## config.mk

```make
export PLATFORM = sky130hd
export DESIGN_NAME = byte_serializer
export DESIGN_NICKNAME = d
export VERILOG_FILES = /design/src/rtl/byte_serializer_pkg.sv /design/src/rtl/bit_timer.sv /design/src/rtl/byte_serializer.sv
export SDC_FILE = /design/constraint.sdc
export NUM_CORES = 1
export LEC_CHECK = 0
export BUFFER_PORTS_ARGS = -buffer_cell sky130_fd_sc_hd__buf_2
export CAP_MARGIN = 25
export CORE_MARGIN = 3
export CORE_UTILIZATION = 52
export CTS_CLUSTER_DIAMETER = 80
export DETAILED_ROUTE_END_ITERATION = 6
export PLACE_DENSITY = 0.75
export SYNTH_ARGS = -nofsm -noshare
export SYNTH_HDL_FRONTEND = slang
export SYNTH_SLANG_ARGS = --single-unit
```

## constraint.sdc

```tcl
create_clock -name clk -period 1.98 [get_ports clk]
set_input_delay 0.198 -clock clk [delete_from_list [all_inputs] [get_ports clk]]
set_output_delay 0.198 -clock clk [all_outputs]
set_load 0.01 [all_outputs]
```

## src/rtl/byte_serializer_pkg.sv

```systemverilog
// Shared types and constants for the byte serializer: FSM state encoding and
// async-serial frame levels.
package byte_serializer_pkg;

  typedef enum logic [1:0] {
    StIdle,
    StStart,
    StData,
    StStop
  } state_e;

  localparam int unsigned FRAME_BITS = 10;
  localparam int unsigned DATA_BITS  = 8;

  localparam logic START_LEVEL = 1'b0;
  localparam logic STOP_LEVEL  = 1'b1;

  // Bit timer needs at least one bit even when each serial bit is one cycle.
  function automatic int unsigned timer_width(input int unsigned clks);
    return (clks > 1) ? $clog2(clks) : 1;
  endfunction

endpackage

```

## src/rtl/bit_timer.sv

```systemverilog
// Free-running divider that pulses tick on the last cycle of every serial bit
// period; clear restarts the period from zero.
module bit_timer
  import byte_serializer_pkg::*;
#(
  parameter int unsigned CLKS_PER_BIT = 4
) (
  input  logic clk,
  input  logic reset,
  input  logic clear,
  output logic tick
);

  localparam int unsigned CntW = timer_width(CLKS_PER_BIT);
  localparam logic [CntW-1:0] TermCnt = CntW'(CLKS_PER_BIT - 1);

  logic [CntW-1:0] count_q;

  always_ff @(posedge clk) begin
    if (reset || clear) begin
      count_q <= '0;
    end else if (count_q == TermCnt) begin
      count_q <= '0;
    end else begin
      count_q <= count_q + 1'b1;
    end
  end

  assign tick = (count_q == TermCnt);

endmodule

```

## src/rtl/byte_serializer.sv

```systemverilog
// Valid/ready byte sink that transmits each byte as a 10-bit async-serial
// frame (start 0, 8 data bits LSB first, stop 1) with CLKS_PER_BIT cycles/bit.
module byte_serializer
  import byte_serializer_pkg::*;
#(
  parameter int unsigned CLKS_PER_BIT = 4
) (
  input  logic       clk,
  input  logic       reset,
  input  logic [7:0] data_in,
  input  logic       valid_in,
  output logic       ready_out,
  output logic       tx,
  output logic       busy,
  output logic       done
);

  state_e     state_q;
  logic [7:0] shift_q;
  logic [2:0] idx_q;
  logic       tx_q;
  logic       tick;
  logic       accept;

  assign accept = (state_q == StIdle) && valid_in;

  bit_timer #(
    .CLKS_PER_BIT(CLKS_PER_BIT)
  ) u_bit_timer (
    .clk  (clk),
    .reset(reset),
    .clear(accept),
    .tick (tick)
  );

  always_ff @(posedge clk) begin
    if (reset) begin
      state_q <= StIdle;
      shift_q <= '0;
      idx_q   <= '0;
      tx_q    <= STOP_LEVEL;
    end else begin
      unique case (state_q)
        StIdle: begin
          if (valid_in) begin
            shift_q <= data_in;
            idx_q   <= '0;
            tx_q    <= START_LEVEL;
            state_q <= StStart;
          end
        end
        StStart: begin
          if (tick) begin
            tx_q    <= shift_q[0];
            state_q <= StData;
          end
        end
        StData: begin
          if (tick) begin
            if (idx_q == 3'(DATA_BITS - 1)) begin
              tx_q    <= STOP_LEVEL;
              state_q <= StStop;
            end else begin
              // Drive the next bit straight from the pre-shift register.
              shift_q <= shift_q >> 1;
              idx_q   <= idx_q + 3'd1;
              tx_q    <= shift_q[1];
            end
          end
        end
        StStop: begin
          if (tick) begin
            tx_q    <= STOP_LEVEL;
            state_q <= StIdle;
          end
        end
        default: state_q <= StIdle;
      endcase
    end
  end

  // All outputs decode registered state only, so none can follow data_in.
  assign tx        = tx_q;
  assign ready_out = (state_q == StIdle);
  assign busy      = (state_q != StIdle);
  assign done      = (state_q == StStop) && tick;

endmodule

```

Word-level counts from Yosys, hierarchy flattened --
Cells that the tools add are included. Widths: inputs -> output; s select.
Operators by class: add/subtract/negate cells 2, equality and inequality tests 11, mux-type cells 20, reductions and logical operators 10
Operator list (count):
- $mux 8 | 3
- $pmux 8 s2 | 1
- $ne 2x2->1 const B | 6
- $mux 2 | 5
- $mux 3 | 3
- $pmux 2 s4 | 1
- $reduce_and 4->1 | 2
- $eq 2x2->1 const B | 3
- $pmux 3 s2 | 1
- $mux 1 | 5
- $reduce_and 5->1 | 1
- $pmux 1 s4 | 1
- $reduce_bool 2->1 | 2
- $add 3x1->3 const B | 1
- $eq 3x3->1 const B | 1
- $add 2x1->2 const B | 1
- $eq 2x1->1 const B | 1
- $logic_and 1x1->1 | 2
- $logic_not 2->1 | 1
- $reduce_or 2->1 | 1
- $logic_or 1x1->1 | 1
Storage, ports and cells: flip-flop bits (word level) 16, output and inout port bits 4, logic and storage cells 48

Depth between registers and ports, before layout --
depth after elaboration 4, mapped depth 7

Cells and area by module --
A second synthesis with hierarchy kept.
Unflattened totals: cells, all modules 88, area total of the unflattened synthesis 890.9 µm²
Modules (own cells, without submodules):
- byte_serializer | instances 1, cells an instance 83, area an instance 810.8 µm², seq. area each 280.3 µm²
- bit_timer | instances 1, cells an instance 5, area an instance 80.1 µm², seq. area each 40.0 µm²

Worst setup path before layout --
OpenSTA, ideal clock, no wires.
path type register to register, from reg idx_q[0], to reg idx_q[0], library setup time 134 ps, data arrival time 1473 ps, setup slack 373 ps, stages on the path, launching flop included 8, clock period less this slack 1607 ps, cell sequence dfxtp_1 > ha_1 > ha_1 > nand2b_1 > a211oi_2 > buf_2 > mux2i_1 > nor2_1
On the way: longest elaborated chain between the ends 4, elaborated cells between the ends (all ways) 7
RTL lines:
- start: declaration | line byte_serializer.sv:20 | logic [2:0] idx_q;
- start signal: assignment | line byte_serializer.sv:66 | idx_q <= idx_q + 3'd1;
- $add 3x1->3 | line byte_serializer.sv:66
- $mux 3 | line byte_serializer.sv:60 | if (idx_q == 3'(DATA_BITS - 1)) begin
- $mux 3 | line byte_serializer.sv:59 | if (tick) begin
- $pmux 3 s2 | line byte_serializer.sv:43 | unique case (state_q)
Several ways; a longest one is shown, not always the timed one. The select of a mux whose other input is x is not followed. A chain may end at the register's enable or synchronous reset.

Final worst setup path --
from reg state_q[0], to reg idx_q[0]
On the way: longest elaborated chain between the ends 3, elaborated cells between the ends (all ways) 8
RTL lines:
- start: declaration | line byte_serializer.sv:18 | state_e state_q;
- start signal: assignment | line byte_serializer.sv:38 | state_q <= StIdle;
- start signal: assignment | line byte_serializer.sv:49 | state_q <= StStart;
- start signal: assignment | line byte_serializer.sv:55 | state_q <= StData;
- $eq 2x2->1 / $logic_not 2->1 (equally long branches) | line byte_serializer.sv:43
- $ne 2x2->1 (no source line) / $reduce_bool 2->1 (equally long branches)
- $reduce_and 4->1 (no source line)
Several ways; a longest one is shown, not always the timed one.

==> results.md <==
- The critical-path cell with the highest stage delay is ha_1.
- The combined buffer and inverter count along the critical path is 2.
- After detailed routing, the number of vias per cell comes to 5.66.
- Dividing the final minimum period by the clock period gives 88.8%.
- CTS built an H-tree with a depth of 1.
- The via total after detailed routing is around 650.
- In the final timing run, aggregate negative setup slack is 0 ps.
- Clock tree synthesis inserted a total of 3 buffers.
- Among all flip-flop cells after synthesis, the most frequent one is dfxtp_1.
- The cell type group with the largest total delay on the critical path is adder cells.
- The placed wire-length estimate after detailed placement is ~1000 um.
- For this design the ratio of total power to cell area is 1580 nW/um^2.
- Dividing the detail-routed wire length by the instance count gives ~12 um.
- The critical path goes through inv_1, ha_1, nor2_1, a211oi_2, buf_4, mux2i_1, nor2_1.
- The clock network is responsible for 11.2% of the overall power.
- For this run, the top clock speed supported by timing is between 500 and 600 MHz.
- The mux share of post-synthesis cell area is between 10% and 20%.
- Counting every net in the synthesized netlist gives slightly above 100.
- The flip-flop and latch count after synthesis is 16.
- The synthesized netlist cell count is 84.
- The die is 45.9 um wide.
- The initial antenna violation count is 0.
- The worst setup path is launched from a flop.
- Max-cap violations in this run came to 0.
- At the worst endpoint, the arrival time is between 1500 and 2000 ps.
- The count of distinct cell types in the synthesized netlist is 23.
- The region available for standard cell placement spans about 1400 sq um.
- The count of nets left with antenna violations once routing finished came out at 0.
- Counting flops with an async set or reset pin after synthesis yields a share of 0%.
- The total instance count after detailed placement is ~110.
- STA classifies the critical path endpoint as a flop.
- The worst-case clock skew is just over 7 ps.
- The proportion of total power due to net switching is around two fifths.
- Of the cells placed in the final design, the portion with a size suffix greater than 1 is 29.0%.
- Leaving out filler cells and counting taps, the final layout contains 115.
- The clock sink total is 16.
- Entering global routing, the biggest net connects 17 pins.
- The number of buffers inserted by port buffering is 14.
- The die area is roughly 2100 sq um.
- The layout-stage area growth over the synthesis result is 13.6%.
- The clock latency of the later-clocked register in the worst-skew pair is approximately 280 ps.
- The routed design could run at a clock period as short as 1760 ps.
- The number of remaining DRC errors is 0.
- The share of the synthesized area in compound gates (AO/OA/AOI/OAI) is between 20 and 25%.
- The repair_antennas step left the layout with diodes totalling 0.
- After clock tree synthesis, the clock-pin slew on the worst setup and hold paths is roughly 90 ps.
- The number of endpoints failing setup at the final stage is 0.
- The post-layout net count is 120.
- The internal portion of the total power is about 870 uW.
- Sequential cells burn around a third of the power.
- The setup path with the least slack is of type flop to flop.
- The via count of the first global-routing pass came to between 500 and 600.
- By area, the combinational part of the netlist is dominated by compound AO/OA/AOI/OAI gates.
- The net switching power of the design is just over 600 uW.
- Wires add up to around 1400 um.
- Combinational logic burns ~56% of the power.
- Summed over all cells, the static leakage comes to 0.000398 uW.
- The data required time of the worst path is around 2100 ps.
- Summing all multi-input logic gate instances after layout gives roughly 460 sq um.
- The number of buffers added for setup after CTS is 0.
- For this block, the initial DRC count from the detailed router was 8.
- In this run, synthesis inferred 0 flip-flops with an integrated enable.
- The mean instance size in the synthesized netlist is between 9 and 10 sq um.
- The transition time at the pin with the least slew margin is about 360 ps.
- The starting utilization of the core area is between 50 and 60%.
- The number of filler cells placed in the layout is between 100 and 150.
- The arithmetic-cell share of the synthesized area counting full adders, half adders and majority gates is about a tenth.
- Along the worst path, the maximum fanout reaches 10.
- Buffers inserted to repair hold after CTS numbered 0.
- For this run, the detailed router's first-pass iteration total came to 4.
- Summed over all layers, the global routing overflow is 0.
- The number of hold-slack violations in the final timing report is 0.
- Summing all flip-flop and latch instances after layout gives about 320 sq um.
- The maximum vdd ir drop is ~0.0010 V.
- The cell at the root of the clock tree is clkbuf_4.
- The summed instance area of the synthesized netlist is ~830 sq um.
- For this run, the slowest stage of the critical path takes approximately 380 ps.
- Setup repair after global routing left no endpoint under its margin.
- The routability-driven placement congestion ratio is ~0.77.
- The max-slew violation total from the final report is 0.
- The min-delay analysis places its worst path in the category input pin to flop.
- The first-pass GRT wire length is about 2500 um.
- The xor and xnor area share after synthesis is 0%.
- Across every metal layer, demand over resource in global routing totals between 15 and 20%.
- In this run the deepest clock path goes through 2 buffers.
- Headroom to the max-slew limit came out at 75.8%.
- The TritonCTS clock tree is built.
- The most numerous cell type found on the critical path is nor2_1.
- The count of instances resized after the clock tree is built is 0.
- After floorplanning, the core was divided into 13 placement rows.
- The overall die height is between 40 and 50 um.
- The I/O pin count is 15.
- The fraction of the mapped netlist area in simple logic gates is between 10% and 20%.
- For this run, the number of Yosys warnings is 0.
- The sequential cell area fraction in the yosys report is 38.7%.
- The flow ran to the end, and the final reports show no timing, DRC or antenna violations.
## state kept, by name, indices dropped and copies added, names as in the netlist
| signal | flops |
|---|---|
| shift_q | 8 |
| idx_q | 3 |
| state_q | 2 |
| u_bit_timer.count_q | 2 |
| tx | 1 |
## worst paths after layout
check | from | endpoint | slack, ps | depth (start not counted)
max reg2reg | state_q[0]$_SDFFE_PP0P_ | idx_q[0]$_SDFFE_PP0P_ | 220 | 7
min reg2reg | u_bit_timer.count_q[0]$_SDFF_PP0_ | u_bit_timer.count_q[0]$_SDFF_PP0_ | 450 | 1
max | state_q[0]$_SDFFE_PP0P_ | idx_q[0]$_SDFFE_PP0P_ | 220 | 7
min | valid_in | u_bit_timer.count_q[1]$_SDFF_PP0_ | 160 | 2
## area by class of cell
cell class / count / area share (%)
inverter: 6 / 2.39
clock buffer: 3 / 2.39
tap: 15 / 1.99
timing repair buffer: 17 / 9.84
multi-input combinational: 58 / 49.3
sequential: 16 / 34.0
## cells by family after synthesis
logic type      count (synthesis)
simple gates                   22
mux                             9
flops                          16
compound gates                 20
fa+ha+maj                       7
buf+inv                        10
## synth_stat cells, types with 2 or more instances
master / count / area share (%)
inv_1: 5 / 2.3
buf_2: 2 / 1.2
a2111oi_0: 2 / 2.1
mux2i_1: 9 / 11
ha_1: 7 / 11
nand2b_1: 5 / 3.8
dfxtp_1: 16 / 39
a211oi_2: 8 / 12
a21oi_1: 5 / 3.0
nor2_1: 11 / 5.0
nand3_1: 2 / 1.2
## per-layer routing
layer  global-route usage, %  share of wire, %  vias to the layer above
li1                        -                 -                      335
met1                    19.2                49                      293
met2                    26.6                44                       18
met3                    3.56               4.1                        5
met4                    10.2               2.5                        0
met5                       0                 0                        -
## cells in the final DEF, fill, tap and decap left out, types with 3 or more instances in the layout
cell type  synthesis  final
buf_4              1      3
ha_1               7      7
dfxtp_1           16     16
nand2b_1           5      5
buf_2              2     14
nor2_1            11     11
a211oi_2           8      8
inv_1              5      5
a21oi_1            5      5
mux2i_1            9      9
clkbuf_4           0      3
## power groups by stage
stage          logic (uW)  clock network (uW)  registers [uW]
6_report              834                 167             489
5_1_grt               941                 189             501
4_1_cts               844                 174             489
3_5_place_dp          841                   0             496
3_3_place_gp          822                   0             492
2_1_floorplan         672                   0             485
## through the flow
step | total power (uW) | setup slack [ps] | utilization (%) | area (sq um) | hold slack [ps]
detailed placement | 1340 | 250 | 65.7 | 918 | 435
finish | 1490 | 223 | 67.3 | 941 | 161
floorplan | 1160 | 373 | - | 828 | 263
global route | 1630 | 39.3 | 67.3 | 941 | 168
global placement | 1310 | 312 | 65.7 | 918 | 430
CTS | 1510 | 229 | 67.3 | 941 | 156
No activity file was read; power rests on OpenSTA's default activity.
